**src/rtl/vcve2_pkg.sv**
```systemverilog
// vcve2 shared types for the VRF port sequencer.
// State encodings for the global sequencer and the per-port engines.
package vcve2_pkg;

  typedef enum logic [1:0] {
    IDLE,
    RUN,
    FINISH
  } vrf_seq_state_e;

  typedef enum logic [2:0] {
    P_IDLE,
    P_WAIT,
    P_REQ,
    P_RESP,
    P_DONE
  } vrf_port_state_e;

  localparam int unsigned VRF_WORD_BYTES = 4;

endpackage

```
**src/rtl/vcve2_vrf_port_fsm.sv**
```systemverilog
// vcve2 per-port VRF transfer engine.
// Walks words p, p+N, p+2N... with one outstanding access at a time.
module vcve2_vrf_port_fsm
  import vcve2_pkg::*;
#(
  parameter int unsigned PortIdx       = 0,
  parameter int unsigned NumPorts      = 2,
  parameter int unsigned StaggerCycles = 1,
  parameter int unsigned NW            = 6
) (
  input  logic          clk_i,
  input  logic          rst_ni,
  input  logic          start_i,
  input  logic          finish_i,
  input  logic          we_i,
  input  logic [31:0]   base_addr_i,
  input  logic [NW-1:0] num_words_i,
  input  logic [31:0]   wdata_i,
  input  logic          gnt_i,
  input  logic          rvalid_i,
  input  logic          err_i,
  input  logic [31:0]   rdata_i,
  output logic          req_o,
  output logic [31:0]   addr_o,
  output logic          we_o,
  output logic [31:0]   wdata_o,
  output logic          wdata_ack_o,
  output logic [31:0]   rdata_o,
  output logic          rvalid_o,
  output logic          done_o,
  output logic          err_o
);

  localparam int unsigned IW = NW + 4;
  localparam logic [IW-1:0] IdxInit  = IW'(PortIdx);
  localparam logic [IW-1:0] IdxStep  = IW'(NumPorts);
  localparam logic [31:0]   AddrInit = 32'(PortIdx * VRF_WORD_BYTES);
  localparam logic [31:0]   AddrStep = 32'(NumPorts * VRF_WORD_BYTES);
  localparam logic [15:0]   WaitCyc  = 16'(PortIdx * StaggerCycles);

  vrf_port_state_e r_state;
  logic [15:0]     r_cnt;
  logic [IW-1:0]   r_idx;
  logic [IW-1:0]   r_num;
  logic [31:0]     r_addr;
  logic [31:0]     r_rdata;
  logic            r_we;
  logic            r_rvalid;

  logic [IW-1:0]   w_num;
  logic [IW-1:0]   w_next;
  logic            w_owns;
  logic            w_more;

  assign w_num  = IW'(num_words_i);
  assign w_owns = w_num > IdxInit;
  assign w_next = r_idx + IdxStep;
  assign w_more = w_next < r_num;

  assign req_o       = r_state == P_REQ;
  assign addr_o      = r_addr;
  assign we_o        = r_we;
  assign wdata_o     = req_o ? wdata_i : '0;
  assign wdata_ack_o = req_o & gnt_i & r_we;
  assign rdata_o     = r_rdata;
  assign rvalid_o    = r_rvalid;
  assign done_o      = r_state == P_DONE;
  assign err_o       = (r_state == P_RESP) & rvalid_i & err_i;

  always_ff @(posedge clk_i or negedge rst_ni) begin
    if (!rst_ni) begin
      r_state  <= P_IDLE;
      r_cnt    <= '0;
      r_idx    <= '0;
      r_num    <= '0;
      r_addr   <= '0;
      r_rdata  <= '0;
      r_we     <= 1'b0;
      r_rvalid <= 1'b0;
    end else begin
      r_rvalid <= 1'b0;
      unique case (r_state)
        P_IDLE: begin
          if (start_i) begin
            r_we   <= we_i;
            r_num  <= w_num;
            r_idx  <= IdxInit;
            r_addr <= base_addr_i + AddrInit;
            r_cnt  <= WaitCyc;
            if (!w_owns) begin
              r_state <= P_DONE;
            end else if (WaitCyc == 16'd0) begin
              r_state <= P_REQ;
            end else begin
              r_state <= P_WAIT;
            end
          end
        end
        P_WAIT: begin
          r_cnt <= r_cnt - 16'd1;
          if (r_cnt == 16'd1) begin
            r_state <= P_REQ;
          end
        end
        P_REQ: begin
          if (gnt_i) begin
            r_state <= P_RESP;
          end
        end
        P_RESP: begin
          if (rvalid_i) begin
            // An errored response abandons the rest of this port's words
            if (err_i) begin
              r_state <= P_DONE;
            end else begin
              if (!r_we) begin
                r_rdata  <= rdata_i;
                r_rvalid <= 1'b1;
              end
              if (w_more) begin
                r_idx   <= w_next;
                r_addr  <= r_addr + AddrStep;
                r_state <= P_REQ;
              end else begin
                r_state <= P_DONE;
              end
            end
          end
        end
        P_DONE: begin
          if (finish_i) begin
            r_state <= P_IDLE;
          end
        end
        default: r_state <= P_IDLE;
      endcase
    end
  end

endmodule

```
**src/rtl/vcve2_vrf_port_sequencer.sv**
```systemverilog
// vcve2 VRF port sequencer top: global FSM, port barrier, error OR.
// One register-group access is striped word-wise across NumPorts ports.
module vcve2_vrf_port_sequencer
  import vcve2_pkg::*;
#(
  parameter int unsigned NumPorts      = 2,
  parameter int unsigned MaxWords      = 32,
  parameter int unsigned StaggerCycles = 1
) (
  input  logic                         clk_i,
  input  logic                         rst_ni,
  input  logic                         start_i,
  input  logic                         we_i,
  input  logic [31:0]                  base_addr_i,
  input  logic [$clog2(MaxWords):0]    num_words_i,
  output logic                         busy_o,
  output logic                         done_o,
  output logic                         err_o,
  input  logic [NumPorts*32-1:0]       wdata_i,
  output logic [NumPorts-1:0]          wdata_ack_o,
  output logic [NumPorts*32-1:0]       rdata_o,
  output logic [NumPorts-1:0]          rvalid_o,
  output logic [NumPorts-1:0]          data_req_o,
  input  logic [NumPorts-1:0]          data_gnt_i,
  input  logic [NumPorts-1:0]          data_rvalid_i,
  input  logic [NumPorts-1:0]          data_err_i,
  output logic [NumPorts*32-1:0]       data_addr_o,
  output logic [NumPorts-1:0]          data_we_o,
  output logic [NumPorts*4-1:0]        data_be_o,
  output logic [NumPorts*32-1:0]       data_wdata_o,
  input  logic [NumPorts*32-1:0]       data_rdata_i
);

  localparam int unsigned NW = $clog2(MaxWords) + 1;

  vrf_seq_state_e      r_state;
  logic                r_err;
  logic                w_start;
  logic                w_finish;
  logic [NW-1:0]       w_num;
  logic [NumPorts-1:0] w_pdone;
  logic [NumPorts-1:0] w_perr;

  assign w_start  = start_i & (r_state == IDLE);
  assign w_finish = r_state == FINISH;
  assign w_num    = (num_words_i > NW'(MaxWords)) ? NW'(MaxWords) : num_words_i;

  assign busy_o = r_state != IDLE;
  assign done_o = w_finish;
  assign err_o  = r_err;

  for (genvar gp = 0; gp < NumPorts; gp++) begin : g_port
    vcve2_vrf_port_fsm #(
      .PortIdx      (gp),
      .NumPorts     (NumPorts),
      .StaggerCycles(StaggerCycles),
      .NW           (NW)
    ) u_port (
      .clk_i      (clk_i),
      .rst_ni     (rst_ni),
      .start_i    (w_start),
      .finish_i   (w_finish),
      .we_i       (we_i),
      .base_addr_i(base_addr_i),
      .num_words_i(w_num),
      .wdata_i    (wdata_i[gp*32 +: 32]),
      .gnt_i      (data_gnt_i[gp]),
      .rvalid_i   (data_rvalid_i[gp]),
      .err_i      (data_err_i[gp]),
      .rdata_i    (data_rdata_i[gp*32 +: 32]),
      .req_o      (data_req_o[gp]),
      .addr_o     (data_addr_o[gp*32 +: 32]),
      .we_o       (data_we_o[gp]),
      .wdata_o    (data_wdata_o[gp*32 +: 32]),
      .wdata_ack_o(wdata_ack_o[gp]),
      .rdata_o    (rdata_o[gp*32 +: 32]),
      .rvalid_o   (rvalid_o[gp]),
      .done_o     (w_pdone[gp]),
      .err_o      (w_perr[gp])
    );
    assign data_be_o[gp*4 +: 4] = 4'hF;
  end

  always_ff @(posedge clk_i or negedge rst_ni) begin
    if (!rst_ni) begin
      r_state <= IDLE;
      r_err   <= 1'b0;
    end else begin
      unique case (r_state)
        IDLE:    if (w_start) r_state <= RUN;
        RUN:     if (&w_pdone) r_state <= FINISH;
        FINISH:  r_state <= IDLE;
        default: r_state <= IDLE;
      endcase
      if (w_start) begin
        r_err <= 1'b0;
      end else if (|w_perr) begin
        r_err <= 1'b1;
      end
    end
  end

endmodule

```
**config.mk**
```make
export PLATFORM = sky130hd
export DESIGN_NAME = vcve2_vrf_port_sequencer
export DESIGN_NICKNAME = d
export VERILOG_FILES = /design/src/rtl/vcve2_pkg.sv /design/src/rtl/vcve2_vrf_port_fsm.sv /design/src/rtl/vcve2_vrf_port_sequencer.sv
export SDC_FILE = /design/constraint.sdc
export NUM_CORES = 1
export LEC_CHECK = 0
export ABC_CLOCK_PERIOD_IN_PS = 2800
export CAP_MARGIN = 20
export CELL_PAD_IN_SITES_DETAIL_PLACEMENT = 1
export CELL_PAD_IN_SITES_GLOBAL_PLACEMENT = 1
export CORE_UTILIZATION = 34
export DETAILED_ROUTE_END_ITERATION = 8
export MAX_ROUTING_LAYER = met4
export PLACE_DENSITY = 0.79
export SLEW_MARGIN = 10
export SYNTH_ARGS = -nofsm -noshare
export SYNTH_HDL_FRONTEND = slang
export SYNTH_SLANG_ARGS = --single-unit
```
**constraint.sdc**
```tcl
create_clock -name clk_i -period 2.8 [get_ports clk_i]
set_input_delay 0.84 -clock clk_i [delete_from_list [all_inputs] [get_ports clk_i]]
set_output_delay 0.84 -clock clk_i [all_outputs]
set_load 0.005 [all_outputs]
```
* Word level (Yosys, flattened, before mapping)
Index checks and enable logic that the tools add are counted.
** Storage, ports and cells
- Register bits :: 205
- Bits of input ports :: 176
- Output and inout port bits :: 211
- Word-level logic and storage cells :: 150
** Cells by class
- Add/sub/neg operators :: 7
- Magnitude comparators :: 5
- Eq/ne operators :: 28
- Multiplexer cells :: 57
- Bitwise gates (word level) :: 13
- Reduce and logical (&&, ||, !) cells :: 22
** Operators by type and width (count)
- 2-to-1 mux 32 bit :: 10
- case mux 32 bit (2 select lines) :: 2
- 2-to-1 mux 10 bit :: 8
- adder 32 x 4 -> 32 bit (second input constant) :: 2
- case mux 16 bit (2 select lines) :: 2
- 2-to-1 mux 3 bit :: 15
- case mux 10 bit (2 select lines) :: 2
- adder 32 x 3 -> 32 bit (second input constant) :: 1
- equality test 16 x 1 -> 1 bit (second input constant) :: 2
- 2-to-1 mux 16 bit :: 2
- subtractor 16 x 1 -> 16 bit (second input constant) :: 2
- case mux 3 bit (5 select lines) :: 2
- adder 10 x 2 -> 10 bit (second input constant) :: 2
- < comparator 10 x 6 -> 1 bit :: 2
- inequality test 2 bit (second input constant) :: 10
- AND reduction 5 bit :: 4
- equality test 3 x 2 -> 1 bit (second input constant) :: 4
- > comparator 6 x 1 -> 1 bit (second input constant) :: 2
- inequality test 2 x 1 -> 1 bit (second input constant) :: 6
- AND reduction 2 bit :: 6
- nonzero test 2 bit :: 6
- 2-to-1 mux 1 bit :: 10
- AND 1 bit :: 9
- AND reduction 4 bit :: 2
- other kinds (12) :: 19

* Logic depth before layout (Yosys ltp)
- Word-level depth :: 6
- Depth in mapped cells :: 12
- Gate-level depth less buffers :: 10

* Modules after synthesis
A second synthesis with hierarchy kept.
** Unflattened totals
- Cell total of the unflattened synthesis :: 1337
- Area total of the unflattened synthesis :: 11342.1 sq um
** By module, submodules not included
- vcve2_vrf_port_fsm (g_port[1].u_port) :: times used 1, cells an instance 693, area an instance 5821.8 sq um, seq. area each 2527.4 sq um
- vcve2_vrf_port_fsm (g_port[0].u_port) :: times used 1, cells an instance 618, area an instance 5291.3 sq um, seq. area each 2502.4 sq um
- vcve2_vrf_port_sequencer :: times used 1, cells an instance 26, area an instance 229.0 sq um, seq. area each 75.1 sq um

* Worst setup path after synthesis
OpenSTA, ideal clock, no wires.
- Kind :: reg2reg
- Start :: register g_port[0].u_port.r_idx[2]
- End :: register g_port[0].u_port.r_idx[1]
- Setup time :: 0.125 ns
- Arrival time :: 2.427 ns
- Data required time :: 2.675 ns
- Path slack :: 0.248 ns
- Stages on the path, launching flop included :: 12
- Buffers on the path :: 2
- Period minus slack after synthesis :: 2.552 ns
- Cells stage by stage :: dfrtp_1 ha_1 nand3_1 xnor2_1 ha_1 a211oi_1 and3_1 and2_4 buf_6 o21ai_2 buf_4 mux2_2
** Between the ends
- Longest elaborated chain between the ends :: 4
** RTL lines
- start: declaration :: RTL line vcve2_vrf_port_fsm.sv:43 : logic [IW-1:0] r_idx;
- start signal: assignment :: RTL line vcve2_vrf_port_fsm.sv:87 : r_idx <= IdxInit;
- start signal: assignment :: RTL line vcve2_vrf_port_fsm.sv:121 : r_idx <= w_next;
- adder 10 x 2 -> 10 bit :: RTL line vcve2_vrf_port_fsm.sv:57 : assign w_next = r_idx + IdxStep;
- < comparator 10 x 6 -> 1 bit :: RTL line vcve2_vrf_port_fsm.sv:58 : assign w_more = w_next < r_num;
- inequality test 2 x 1 -> 1 bit (no line)
- AND reduction 5 bit (no line)
Every way passes these cells.
A chain may end at the register's enable or synchronous reset.

* Final worst setup path
- Start :: register g_port[1].u_port.r_state[2]
- End :: output port data_wdata_o[59]
** Between the ends
- Longest elaborated chain between the ends :: 2
** RTL lines
- start: declaration :: RTL line vcve2_vrf_port_fsm.sv:41 : vrf_port_state_e r_state;
- start signal: assignment :: RTL line vcve2_vrf_port_fsm.sv:72 : r_state <= P_IDLE;
- start signal: assignment :: RTL line vcve2_vrf_port_fsm.sv:91 : r_state <= P_DONE;
- start signal: assignment :: RTL line vcve2_vrf_port_fsm.sv:93 : r_state <= P_REQ;
- equality test 3 x 2 -> 1 bit :: RTL line vcve2_vrf_port_fsm.sv:60 : assign req_o = r_state == P_REQ;
- 2-to-1 mux 32 bit :: RTL line vcve2_vrf_port_fsm.sv:63 : assign wdata_o = req_o ? wdata_i : '0;
- end: declaration :: RTL line vcve2_vrf_port_sequencer.sv:30 : output logic [NumPorts*32-1:0] data_wdata_o,
Every way passes these cells.

==> results by stage <==
Layout:
- After filler insertion, the fill cell instance count of the layout stands at between 3000 and 4000.
- Compared with the post-synthesis result, the final layout area differs by 53.7%.
- The share of post-route cells with drive strength above 1 is 0.139.
- For this run, the post-layout net count is slightly below 2000.
- In the layout the commonest cells are sky130_fd_sc_hd__clkdlybuf4s50_1, sky130_fd_sc_hd__nand2_1, sky130_fd_sc_hd__dfrtp_1, sky130_fd_sc_hd__buf_4, sky130_fd_sc_hd__and2_1.
- The most frequent standard cell in the layout excluding fill and tap cells is sky130_fd_sc_hd__clkdlybuf4s50_1.

Timing:
- The post-layout worst setup margin is 0.0482 ns.
- For the pin with the worst max-slew slack, the measured transition is 0.684 ns.
- Setup repair after global routing could not meet its margin everywhere.
- The number of endpoints with negative hold slack in the final report is 0.
- Clock skew on the completed layout was measured at 0.0232 ns.
- The number of max-slew violations in the final report is 0.
- Of the available clock period, the critical path in the final layout requires 0.983.
- The routed design could run at a clock period as short as 2.75 ns.
- The worst relative slew slack is 0.540.
- In the final timing run, aggregate negative setup slack is 0 ns.
- The highest clock rate is 0.363 GHz.
- Setup violations remaining at the end of the flow were counted as 0.

CTS:
- The CTS sink count is about 200.
- The TritonCTS clock tree is built.
- The number of clock buffers added by TritonCTS is 26.
- Clock-pin slew was measured on the worst setup and hold paths at roughly 0.060 ns.
- The number of buffers on the longest clock path is 3.
- In this run the number of H-tree levels came out at 1.
- The cell chosen for the clock root is sky130_fd_sc_hd__clkbuf_16.
- The clock latency reported for the late side of the worst-skew pair is 0.55 ns.

Yosys:
- Synthesis handed over a netlist of about 1300 instances.
- The average cell area after synthesis is 8.62 µm².
- The prevailing post-synth register cell is sky130_fd_sc_hd__dfrtp_1.
- The proportion of synthesized flip-flops having asynchronous set or reset is 1.00.
- The total number of yosys warnings is 0.
- The netlist uses 81 different library cells.
- After synthesis the netlist holds a flip-flop and latch count of about 200.
- The share of the yosys chip area belonging to registers is 0.450.
- Yosys mapped a number of flops with a built-in enable equal to 0.
- After synthesis the cells add up to 0.0113 mm².

Setup path:
- The critical path required time is 1.96 ns.
- Along the worst path, the maximum fanout reaches 17.
- STA classifies the critical path startpoint as a register.
- The worst setup path is captured at an output port.
- The critical path class is register to output port.
- Data on the critical path arrives at its endpoint at 1.91 ns.

Route:
- The routed layout has 12358 vias.
- After detailed routing, the average wire length per cell comes to 23.0 µm.
- For this block, the routed nets add up to between 50000 and 60000 µm of wire.
- The post-detailed-route count of antenna-violating nets is 0.
- For this run, design rule violations remaining after detail routing come to 0.
- The post-detailed-route via-to-cell ratio is 5.47.
- The iteration-0 DRC count of the detailed router is 910.
- The number of search-and-repair iterations in the first detailed-routing pass is 5.

Power:
- The power density of the placed cells is 827 mW/mm².
- The leakage power total is 7.64 nW.
- The overall power of the completed layout is 14.4 mW.
- The largest voltage drop on the vdd net is 0.000487 V.

Floorplan:
- The row count is 66.
- The die boundary width is 185 µm.
- The total area inside the core boundary comes to 0.0327 mm².
- The floorplan step set the die height to between 150 and 200 µm.
- The die covers 0.0341 mm².
- The I/O pin count is 387.
- The initial core utilization is 0.347.

Global routing:
- The number of antenna violations at the first check in global routing is 13.
- Entering global routing, the biggest net connects 58 pins.
- The via count of the first global-routing pass came to 12776.
- The total congestion overflow after global routing is 0.
- The wire length of the first global-routing pass is 77200 µm.
- The total routing usage reported by global routing is 0.307.

Outcome:
- The flow ran to the end, and the final reports show no timing, DRC or antenna violations.

Placement:
- Before CTS, the worst setup slack after placement is -0.336 ns.
- After legalization and detailed placement, the total HPWL measured ~40000 µm.
- At the end of routability-driven placement, the weighted congestion stood at 0.929.
- The quantity of I/O buffers inserted on ports is 378.

Flow run:
- The tool flagged a number of max-cap violations equal to 0.

Worst hold path:
- In this run the worst hold path is classified as primary input to asynchronous set/reset pin.
metal layers:
layer / GRT usage / part of all wire / wire [µm] / vias up
met5: - / 0 / 0 / -
met4: 0.0949 / 0.032 / 1670 / 0
met3: 0.0812 / 0.079 / 4090 / 102
met2: 0.497 / 0.48 / 25100 / 466
met1: 0.373 / 0.41 / 21100 / 6169
li1: - / - / - / 5621
where the power goes:
part	internal [mW]	total, mW	switching, mW
Combinational	3.18	6.07	2.90
Clock	2.11	3.50	1.39
Sequential	3.89	4.84	0.959
flip-flops by register name, indices dropped and copies added (netlist names), 2 cells and up:
register and count:
r_state 2, g_port.u_port.r_idx 19, g_port.u_port.r_cnt 32, g_port.u_port.addr_o 64, g_port.u_port.we_o 2, g_port.u_port.r_num 12, g_port.u_port.rvalid_o 2, g_port.u_port.r_state 6
g_port.u_port.rdata_o 64
cell families (layout without fill, tap and decap cells):
family                   after synthesis  in the layout  synth area share
adder cells (fa/ha/maj)               19             19            0.0210
multiplexers                          10             10           0.00894
other                                  1             21          0.000331
buffers and inverters                118            600            0.0468
AO/OA/AOI/OAI                        229            229             0.143
XOR/XNOR                              31             31            0.0239
AND/OR/NAND/NOR                      704            704             0.306
flip-flops                           204            204             0.450
metrics by stage:
stage,hold slack [ns],instance area [µm²],std cells,utilization
after floorplan,0.435,11400,1323,-
after global placement,0.451,16400,2190,0.503
after detailed placement,0.462,16400,2190,0.503
after CTS,0.262,17400,2247,0.533
after global routing,0.277,17400,2260,0.533
final,0.269,17400,2260,0.533
worst paths after layout:
path | from | end | slack [ns] | depth (start not counted)
hold / removal | rst_ni | g_port[1].u_port.r_cnt[4] | 0.27 | 1
max in group asynchronous | rst_ni | g_port[0].u_port.rdata_o[1] | 1.81 | 2
hold reg to reg | g_port[0].u_port.rdata_o[30] | g_port[0].u_port.rdata_o[30] | 0.47 | 2
setup reg to reg | g_port[0].u_port.r_idx[1] | g_port[0].u_port.addr_o[10] | 0.12 | 11
setup / recovery | g_port[1].u_port.r_state[2] | data_wdata_o[59] | 0.05 | 4
min in group clk_i | g_port[0].u_port.rdata_o[30] | g_port[0].u_port.rdata_o[30] | 0.47 | 2
final cells by class:
| type | instances | area [µm²] | area share |
|---|---|---|---|
| clock inverter | 13 | 151 | 0.00869 |
| clock buffer | 34 | 731 | 0.0419 |
| timing repair buffer | 520 | 4890 | 0.281 |
| inverter | 33 | 124 | 0.00711 |
| multi-input combinational | 1001 | 5840 | 0.335 |
| sequential | 204 | 5100 | 0.293 |
| antenna | 13 | 32.5 | 0.00187 |
| tap | 442 | 553 | 0.0317 |
critical path: stages, from the launching register on:
cell and delay, ns:
sky130_fd_sc_hd__dfrtp_1 0.41, sky130_fd_sc_hd__nor3b_4 0.25, sky130_fd_sc_hd__buf_6 0.22, sky130_fd_sc_hd__and2_1 0.14, sky130_fd_sc_hd__clkdlybuf4s15_1 0.34
synthesized netlist by cell type, drive strengths merged (4+ instances only):
cell / instances / area [µm²]
nor2b: 6 / 37.5
nand2: 305 / 1140
buf: 32 / 208
and2: 80 / 503
o21ai: 57 / 300
and3: 25 / 156
o32a: 12 / 120
a21oi: 31 / 159
or3: 12 / 75.1
or2: 6 / 37.5
xnor2: 20 / 175
o211ai: 29 / 218
ha: 19 / 238
nor4: 22 / 150
o32ai: 4 / 35.0
nand3: 65 / 348
dfrtp: 204 / 5100
inv: 33 / 124
a22oi: 5 / 37.5
and4: 14 / 123
o41ai: 10 / 87.6
a31oi: 6 / 37.5
mux2i: 9 / 90.1
clkbuf: 53 / 199
nand4: 34 / 213
a211oi: 12 / 90.1
nand2b: 12 / 75.1
o311ai: 17 / 149
xor2: 11 / 96.3
nor2: 67 / 251
o31ai: 9 / 67.6
or4: 8 / 63.8
nor3: 37 / 195
timing repair:
action / in CTS / in global routing
setup endpoints to repair: 74 / 98
resized for setup: 104 / 60
gates cloned: 2 / 0
pin swaps: 3 / 4
hold buffers: 0 / 0
setup buffers: 8 / 1
Note: power is estimated with default switching activity, not from simulation.
